$ cat config.mk
export PLATFORM = sky130hd
export DESIGN_NAME = multicycle_controller
export DESIGN_NICKNAME = d
export VERILOG_FILES = /design/src/rtl/multicycle_controller.sv
export SDC_FILE = /design/constraint.sdc
export NUM_CORES = 1
export LEC_CHECK = 0
export CAP_MARGIN = 20
export CORE_UTILIZATION = 46
export DETAILED_ROUTE_END_ITERATION = 10
export GPL_TIMING_DRIVEN = 0
export PLACE_DENSITY = 0.85
export SYNTH_ARGS = -nofsm -noshare
export SYNTH_HDL_FRONTEND = slang
export SYNTH_SLANG_ARGS = --single-unit
$ cat constraint.sdc
create_clock -name clk -period 2.5 [get_ports clk]
set_input_delay 0.5 -clock clk [delete_from_list [all_inputs] [get_ports clk]]
set_output_delay 0.5 -clock clk [all_outputs]
set_load 0.005 [all_outputs]
$ cat src/rtl/multicycle_controller.sv
// multicycle_controller
//   Control FSM for a multicycle RV32I core. The opcode is decoded once per
//   instruction. The FSM then steps through fetch, decode, execute, memory and
//   writeback, and drives the datapath enables and mux selects for each step.
//
//   Parameter ILLEGAL_HALT (default 0):
//     1 = an unsupported opcode parks the FSM in HALT until reset.
//     0 = an unsupported opcode is skipped and the FSM returns to FETCH.
//
//   Optional macro MC_MEM_WAIT_EN:
//     Defined   = FETCH, MEMREAD and MEMWRITE hold until mem_ready is 1.
//     Undefined = mem_ready is ignored and every state lasts one cycle.
//
//   Memory handshake: the controller presents the request for the whole
//   dwell of FETCH, MEMREAD or MEMWRITE. mem_ready = 1 means the access
//   completes on this clock edge. There is no separate request strobe.
//
//   Ports
//     clk, reset     rising-edge clock, synchronous active-high reset
//     op             opcode field of the instruction register
//     zero           ALU zero flag, used in the same cycle by BEQ
//     mem_ready      memory access completes this cycle
//     pc_write .. reg_write   datapath enables and mux selects
//     illegal_op     sticky flag: an unsupported opcode was decoded
//     state_dbg      current state encoding
module multicycle_controller #(
  parameter bit ILLEGAL_HALT = 1'b0
) (
  input  logic       clk,
  input  logic       reset,
  input  logic [6:0] op,
  input  logic       zero,
  input  logic       mem_ready,
  output logic       pc_write,
  output logic       adr_src,
  output logic       mem_write,
  output logic       ir_write,
  output logic [1:0] result_src,
  output logic [1:0] alu_src_a,
  output logic [1:0] alu_src_b,
  output logic [1:0] alu_op,
  output logic [1:0] imm_src,
  output logic       reg_write,
  output logic       illegal_op,
  output logic [3:0] state_dbg
);

  localparam logic [6:0] OP_LW  = 7'd3;
  localparam logic [6:0] OP_SW  = 7'd35;
  localparam logic [6:0] OP_R   = 7'd51;
  localparam logic [6:0] OP_I   = 7'd19;
  localparam logic [6:0] OP_BEQ = 7'd99;
  localparam logic [6:0] OP_JAL = 7'd111;

  typedef enum logic [3:0] {
    S_FETCH    = 4'd0,
    S_DECODE   = 4'd1,
    S_MEMADR   = 4'd2,
    S_MEMREAD  = 4'd3,
    S_MEMWB    = 4'd4,
    S_MEMWRITE = 4'd5,
    S_EXECUTER = 4'd6,
    S_EXECUTEI = 4'd7,
    S_ALUWB    = 4'd8,
    S_BEQ      = 4'd9,
    S_JAL      = 4'd10,
    S_HALT     = 4'd11
  } state_t;

  // Registered Moore control word. 'branch' marks BEQ, where pc_write
  // follows zero combinationally. 'fetch' marks FETCH, where the IR and PC
  // enables may be gated by mem_ready.
  typedef struct packed {
    logic       pc_write;
    logic       adr_src;
    logic       mem_write;
    logic       ir_write;
    logic [1:0] result_src;
    logic [1:0] alu_src_a;
    logic [1:0] alu_src_b;
    logic [1:0] alu_op;
    logic       reg_write;
    logic       branch;
    logic       fetch;
  } ctrl_t;

  state_t state;
  state_t state_next;
  ctrl_t  ctrl_q;
  logic   mem_go;
  logic   fetch_gate;

  function automatic ctrl_t ctrl_for(input state_t s);
    ctrl_t c;
    c = '0;
    case (s)
      S_FETCH: begin
        c.ir_write = 1'b1; c.pc_write = 1'b1; c.fetch = 1'b1;
        c.alu_src_b = 2'b10; c.result_src = 2'b10;
      end
      S_DECODE:   begin c.alu_src_a = 2'b01; c.alu_src_b = 2'b01; end
      S_MEMADR:   begin c.alu_src_a = 2'b10; c.alu_src_b = 2'b01; end
      S_MEMREAD:  c.adr_src = 1'b1;
      S_MEMWB:    begin c.result_src = 2'b01; c.reg_write = 1'b1; end
      S_MEMWRITE: begin c.adr_src = 1'b1; c.mem_write = 1'b1; end
      S_EXECUTER: begin c.alu_src_a = 2'b10; c.alu_op = 2'b10; end
      S_EXECUTEI: begin
        c.alu_src_a = 2'b10; c.alu_src_b = 2'b01; c.alu_op = 2'b10;
      end
      S_ALUWB:    c.reg_write = 1'b1;
      S_BEQ:      begin c.alu_src_a = 2'b10; c.alu_op = 2'b01; c.branch = 1'b1; end
      S_JAL:      begin c.alu_src_a = 2'b01; c.alu_src_b = 2'b10; c.pc_write = 1'b1; end
      default:    c = '0;
    endcase
    return c;
  endfunction

  function automatic logic op_legal(input logic [6:0] o);
    return (o == OP_LW) || (o == OP_SW) || (o == OP_R) ||
           (o == OP_I) || (o == OP_BEQ) || (o == OP_JAL);
  endfunction

`ifdef MC_MEM_WAIT_EN
  assign mem_go = mem_ready;
`else
  logic unused_mem_ready;
  assign unused_mem_ready = mem_ready;
  assign mem_go = 1'b1;
`endif

  always_comb begin
    state_next = state;
    case (state)
      S_FETCH:    if (mem_go) state_next = S_DECODE;
      S_DECODE: begin
        case (op)
          OP_LW, OP_SW: state_next = S_MEMADR;
          OP_R:         state_next = S_EXECUTER;
          OP_I:         state_next = S_EXECUTEI;
          OP_BEQ:       state_next = S_BEQ;
          OP_JAL:       state_next = S_JAL;
          default:      state_next = ILLEGAL_HALT ? S_HALT : S_FETCH;
        endcase
      end
      S_MEMADR:   state_next = (op == OP_SW) ? S_MEMWRITE : S_MEMREAD;
      S_MEMREAD:  if (mem_go) state_next = S_MEMWB;
      S_MEMWB:    state_next = S_FETCH;
      S_MEMWRITE: if (mem_go) state_next = S_FETCH;
      S_EXECUTER: state_next = S_ALUWB;
      S_EXECUTEI: state_next = S_ALUWB;
      S_ALUWB:    state_next = S_FETCH;
      S_BEQ:      state_next = S_FETCH;
      S_JAL:      state_next = S_ALUWB;
      S_HALT:     state_next = S_HALT;
      default:    state_next = S_FETCH;
    endcase
  end

  // The control word is loaded together with the state it belongs to, so
  // the outputs come straight from flops.
  always_ff @(posedge clk) begin
    if (reset) begin
      state      <= S_FETCH;
      ctrl_q     <= ctrl_for(S_FETCH);
      illegal_op <= 1'b0;
    end else begin
      state  <= state_next;
      ctrl_q <= ctrl_for(state_next);
      if (state == S_DECODE && !op_legal(op)) illegal_op <= 1'b1;
    end
  end

  // Outside FETCH the gate is open. In FETCH the IR and PC only load when
  // the instruction word has arrived.
  assign fetch_gate = ctrl_q.fetch ? mem_go : 1'b1;

  // Reset kills every state-changing strobe at once. This also covers the
  // cycle in which an instruction is aborted.
  assign pc_write   = ~reset & ((ctrl_q.pc_write & fetch_gate) | (ctrl_q.branch & zero));
  assign ir_write   = ~reset & ctrl_q.ir_write & fetch_gate;
  assign mem_write  = ~reset & ctrl_q.mem_write;
  assign reg_write  = ~reset & ctrl_q.reg_write;
  assign adr_src    = ctrl_q.adr_src;
  assign result_src = ctrl_q.result_src;
  assign alu_src_a  = ctrl_q.alu_src_a;
  assign alu_src_b  = ctrl_q.alu_src_b;
  assign alu_op     = ctrl_q.alu_op;
  assign state_dbg  = state;

  always_comb begin
    imm_src = 2'b00;
    case (op)
      OP_SW:   imm_src = 2'b01;
      OP_BEQ:  imm_src = 2'b10;
      OP_JAL:  imm_src = 2'b11;
      default: imm_src = 2'b00;
    endcase
  end

endmodule

# Word level (Yosys, flattened, before mapping)
# Index checks and enable logic that the tools add are counted.
# totals
reg_bits	19
inputBits	11
out_inout_bits	20
word_cells	74
# op_classes
n_eq_ne	23
muxes	14
bitwise	7
reduce_logical	18
# ops
operator	count
equality test 4 x 3 -> 1 bit, second input constant	6
case mux 4 bit (6 select lines)	1
equality test 4 bit, second input constant	5
case mux 4 bit (5 select lines)	1
equality test 4 x 2 -> 1 bit, second input constant	4
case mux 2 bit (2 select lines)	4
equality test 7 x 6 -> 1 bit, second input constant	2
equality test 7 bit, second input constant	2
OR reduction 2 bit	6
equality test 4 x 1 -> 1 bit, second input constant	2
zero test 4 bit	2
equality test 7 x 2 -> 1 bit, second input constant	1
equality test 7 x 5 -> 1 bit, second input constant	1
two-way mux 1 bit	6
case mux 2 bit (3 select lines)	1
OR reduction 3 bit	2
bitwise AND 1 bit	5
logical OR 1 bit	5
OR reduction 4 bit	1
two-way mux 3 bit	1
logical AND 1 bit	1
zero test 1 bit	1
NOT 1 bit	1
bitwise OR 1 bit	1

# Longest topological paths before layout
# Gate-level depths: netlist (run 1).
# logic_depth
ltp_word	8
depth_mapped	7
depth_no_buf	6

# Worst setup path after synthesis (run 1)
# Ideal clock, no wire load.
# synth_timing
kind	input to register
startpoint	input op[6]
endpoint	register ctrl_q (netlist bit alu_src_b[0])
setup_ns	0.117
arrival_time_ns	1.700
required_time_ns	2.383
slack_ns	0.683
path_stages	6
n_path_buf	0
path_cell_list	nor3_4 -> nand4_1 -> a311oi_2 -> nor2_2 -> mux2_2 -> o2bb2ai_1
# synth_between
elab_chain_len	7
elab_cells_between_ends	18
cone_classes	eq/ne: 10; mux: 4; reduce/logical: 4
# synth_rtl
element	line_no	rtl
from (decl)	31	input logic [6:0] op,
equality test 7 x 2 -> 1 bit / equality test 7 x 6 -> 1 bit (equally long branches)	136, 145	
OR reduction 2 bit	136	case (op)
case mux 4 bit (5 select lines)	136	
case mux 4 bit (6 select lines) (*)	133	case (state)
equality test 4 x 3 -> 1 bit (tied with other cells)	96	case (s)
OR reduction 3 bit (no source line) / OR reduction 2 bit (equally long branches)	--	
case mux 2 bit (2 select lines) (*)	96	
to (signal assigned)	164	ctrl_q <= ctrl_for(S_FETCH);
to (signal assigned)	168	ctrl_q <= ctrl_for(state_next);
to (decl)	89	ctrl_t ctrl_q;
# Mark *: on every way between the ends. The rest lies on a longest branch, timed or not.
# A chain may end at the register's enable or synchronous reset.

# Final worst setup path (run 1)
# layout_timing
startpoint	input op[5]
endpoint	output imm_src[1]
# layout_between
elab_chain_len	2
elab_cells_between_ends	4
cone_classes	eq/ne: 3; mux: 1
# layout_rtl
element	line_no	rtl
equality test 7 bit / equality test 7 x 6 -> 1 bit (equally long branches)	192	case (op)
case mux 2 bit (3 select lines) (*)	192	
to (decl)	42	output logic [1:0] imm_src,
# Marked as above.

==> results of run 1 <==
## layout make-up
type	count	area, µm²	area share [%]
well taps	25	31.3	2.57
multi-input cells	68	423	34.7
inverters	4	15.0	1.23
repair buffers	31	304	24.9
plain buffers	10	75.1	6.16
clock inverters	1	7.51	0.616
flip-flops and latches	17	340	27.9
clock buffers	3	22.5	1.85
## cells in the mapped netlist, types with 2 or more instances
master    number
nand2b_1       2
o21a_1         2
o21ai_0        5
nor2_1         6
and2_1         3
and3_2         2
buf_4         10
and3_1         2
nand3_1        3
nor3_1         5
dfxtp_1       17
nand2_1        8
nor2b_1        3
inv_1          4
or2_2          2
a21oi_1        8
## metrics by stage
stage,instance area [µm²],instances,total power (W),setup TNS (ns)
6_report,1220,159,0.000531,0
5_1_grt,1220,159,0.000556,0
4_1_cts,1220,159,0.000532,0
3_5_place_dp,1160,153,0.000382,-0.306
3_3_place_gp,1160,153,0.000379,-0.221
2_1_floorplan,842,99,0.000334,0
## kinds of logic after synthesis
group                     count (synthesis)
xor gates and xnor gates                  1
buffers and inverters                    14
and+or+nand+nor                          43
AOI/OAI and AO/OA                        23
DFF                                      17
muxes                                     1
## routing by layer
layer  vias to the layer above  GRT usage [%]
met5                         -              0
met2                        44           33.5
met1                       378           21.0
met3                         2           6.00
met4                         0           7.27
li1                        409              -
## worst min-delay path, cell delays in order (launching register included)
cell and delay [ns]:
dfxtp_1 0.34, a31oi_1 0.04, nor2_1 0.08
## worst paths after layout
| kind | start | endpoint | slack [ns] | cells after the start |
|---|---|---|---|---|
| worst min-delay path | illegal_op | illegal_op | 0.49 | 2 |
| worst max-delay path | op[5] | imm_src[1] | 0.08 | 5 |
| worst max register to register | state_dbg[3] | alu_src_b[0] | 0.62 | 5 |
| worst min register to register | illegal_op | illegal_op | 0.49 | 2 |
## registers in the layout, summed over array words and instances (netlist names)
register / cells
adr_src: 1
alu_op: 2
alu_src_a: 2
alu_src_b: 1
ctrl_q: 5
illegal_op: 1
result_src: 1
state_dbg: 4
## power groups by stage
stage	clock (W)	sequential, W	combinational (W)
final	0.000154	0.000286	0.0000908
after detailed placement	0	0.000292	0.0000896
after floorplan	0	0.000291	0.0000430
after CTS	0.000155	0.000286	0.0000913
after global placement	0	0.000291	0.0000877
after global routing	0.000170	0.000287	0.0000994
## timing repair
| action | 4_1_cts | 5_1_grt |
|---|---|---|
| gates resized for setup | 5 | 1 |
| pin swaps | 1 | 0 |
| buffers inserted | 2 | 0 |
| endpoints found under the hold margin | 0 | 0 |
| setup endpoints to repair | 1 | 1 |
==> flow_metrics.env, run 1 <==
export IMPL_cp_max_fo=3
export IMPL_synth_area_leaders="dfxtp_1, buf_4, a21oi_1, nand2_1, nor3_1"
export IMPL_finClkSkew_ns=0.00309
export IMPL_path_clk_slew_ns=0.10
export IMPL_ys_flop_type="dfxtp_1"
export IMPL_met2_wirelength_um=909
export IMPL_grt_max_degree=12
export IMPL_clk_latency_ns=0.30
export IMPL_synth_nets=110
export IMPL_syn_inst=99
export IMPL_num_io_pins=31
export IMPL_drv_slew=0
export IMPL_cts_buffers=3
export IMPL_ys_seq_area_share_pct=40.4
export IMPL_syn_area_um2=842
export IMPL_grt_pass1_vias=664
export IMPL_drt_initial_drc_count=21
export IMPL_top_layer="met4"
export IMPL_setup_violations=0
export IMPL_die_area_um2=2010
export IMPL_die_w_um=44.8
export IMPL_vias=833
export IMPL_relSlewSlack_pct=59.4
export IMPL_path_buf_inv=2
export IMPL_pre_cts_ws_ns=-0.259
export IMPL_tightest_slew_ns=0.601
export IMPL_antenna_found_initial=0
export IMPL_cp_start_kind="primary input"
export IMPL_path_common_cell="clkdlybuf4s50_1"
export IMPL_holdWs_ns=0.494
export IMPL_numPortBuffers=29
export IMPL_syn_to_final_growth_pct=44.7
export IMPL_drt_total_wl_mm=1.76
export IMPL_rows=15
export IMPL_synth_distinct_cells=33
export IMPL_cts_tree="done"
export IMPL_hpwl_mm=1.34
export IMPL_yosysTopAreaCellShare_pct=40.4
export IMPL_ys_seq_elements=17
export IMPL_clk_path_buf_depth=2
export IMPL_fill_cells=146
export IMPL_yosys_area_share_adder_pct=0
export IMPL_finalHoldViolations=0
export IMPL_setup_worst_path_end_class="output pin"
export IMPL_start_util_pct=48.8
export IMPL_drive_above_1_share_pct=19.4
export IMPL_diodes=0
export IMPL_synth_xor_area_share_pct=1.04
export IMPL_postSynthAreaPerCell_um2=8.51
export IMPL_first_pass_iters=4
export IMPL_final_cell_mix="clkdlybuf4s50_1, dfxtp_1, buf_4"
export IMPL_numClockSinks=17
export IMPL_pwr_density_cell_nw_per_um2=436
export IMPL_wire_per_inst_um=11.1
export IMPL_final_core_util_pct=70.6
export IMPL_finalCriticalPeriod_ns=2.42
export IMPL_clockPowerShare_pct=29.1
export IMPL_core_area_um2=1730
export IMPL_swShare_pct=25.6
export IMPL_p_int_w=0.000395
export IMPL_dr_wl_met3_um=137
export IMPL_cap_violations=0
export IMPL_drt_met1_wl_um=693
export IMPL_p_comb_share_pct=17.1
export IMPL_synth_simple_area_share_pct=29.0
export IMPL_hold_buffers=0
export IMPL_gp_congestion=0.845
export IMPL_grt_first_pass_wirelength_mm=2.73
export IMPL_rsz0062_at_grt="no"
export IMPL_synth_compound_area_share_pct=17.5
export IMPL_cp_slowest_stage_delay_ns=0.49
export IMPL_synth_area_mux_share_pct=1.34
export IMPL_worstSetupPathType="primary input to output pin"
export IMPL_htree_levels=1
export IMPL_hp_class="flop to flop"
export IMPL_drt_antenna_violating_nets=0
export IMPL_cts_root_buffer="clkbuf_4"
export IMPL_async_reset_ff_share_pct=0
export IMPL_leakage_nw=0.507
export IMPL_clock_fmax_ghz=0.414
export IMPL_synth_enable_flop_cells=0
export IMPL_seqPwrFrac_pct=53.8
export IMPL_yosysWarnings=0
export IMPL_critPathArrivalTime_ns=1.92
export IMPL_track_usage_pct=18.9
export IMPL_crit_family="buffers and inverters"
export IMPL_timing_final_ws_setup_ns=0.0832
export IMPL_fp_dieH_um=44.8
export IMPL_post_route_period_util_pct=96.7
export IMPL_outcome="finished, final reports clean"
export IMPL_overflow=0
export IMPL_nNetsFinal=146
export IMPL_cp_slowest_cell="clkdlybuf4s50_1"
export IMPL_yosysTopAreaCell="dfxtp_1"
export IMPL_critPathRequiredTime_ns=2.00
export IMPL_avgViaCountPerCell=5.24
export IMPL_final_common_cell="clkdlybuf4s50_1"
export IMPL_path_cells="clkdlybuf4s50_1, nand3b_1, a21oi_4, and2_1, clkdlybuf4s50_1"
export IMPL_switching_power_w=0.000136
export IMPL_drc=0
export IMPL_peakVddDrop_v=0.000348
export IMPL_synth_top_family_by_area="simple AND/OR/NAND/NOR gates"
Power figures use the tool's default switching activity.
==> run 2, diff against run 1 <==
--- a/config.mk
+++ b/config.mk
@@ -5,7 +5,7 @@
 export SDC_FILE = /design/constraint.sdc
 export NUM_CORES = 1
 export LEC_CHECK = 0
-export CAP_MARGIN = 20
+export CAP_MARGIN = 30
 export CORE_UTILIZATION = 46
 export DETAILED_ROUTE_END_ITERATION = 10
 export GPL_TIMING_DRIVEN = 0
==> results of run 2 <==
The final DEF is identical to that of run 1; final timing and power are the same.
==> run 3, diff against run 2 <==
--- a/config.mk
+++ b/config.mk
@@ -8,8 +8,10 @@
 export CAP_MARGIN = 30
 export CORE_UTILIZATION = 46
 export DETAILED_ROUTE_END_ITERATION = 10
+export GPL_ROUTABILITY_DRIVEN = 0
 export GPL_TIMING_DRIVEN = 0
 export PLACE_DENSITY = 0.85
+export SKIP_LAST_GASP = 1
 export SYNTH_ARGS = -nofsm -noshare
 export SYNTH_HDL_FRONTEND = slang
 export SYNTH_SLANG_ARGS = --single-unit
==> results of run 3 <==
The final DEF is identical to that of run 1; final timing and power are the same.
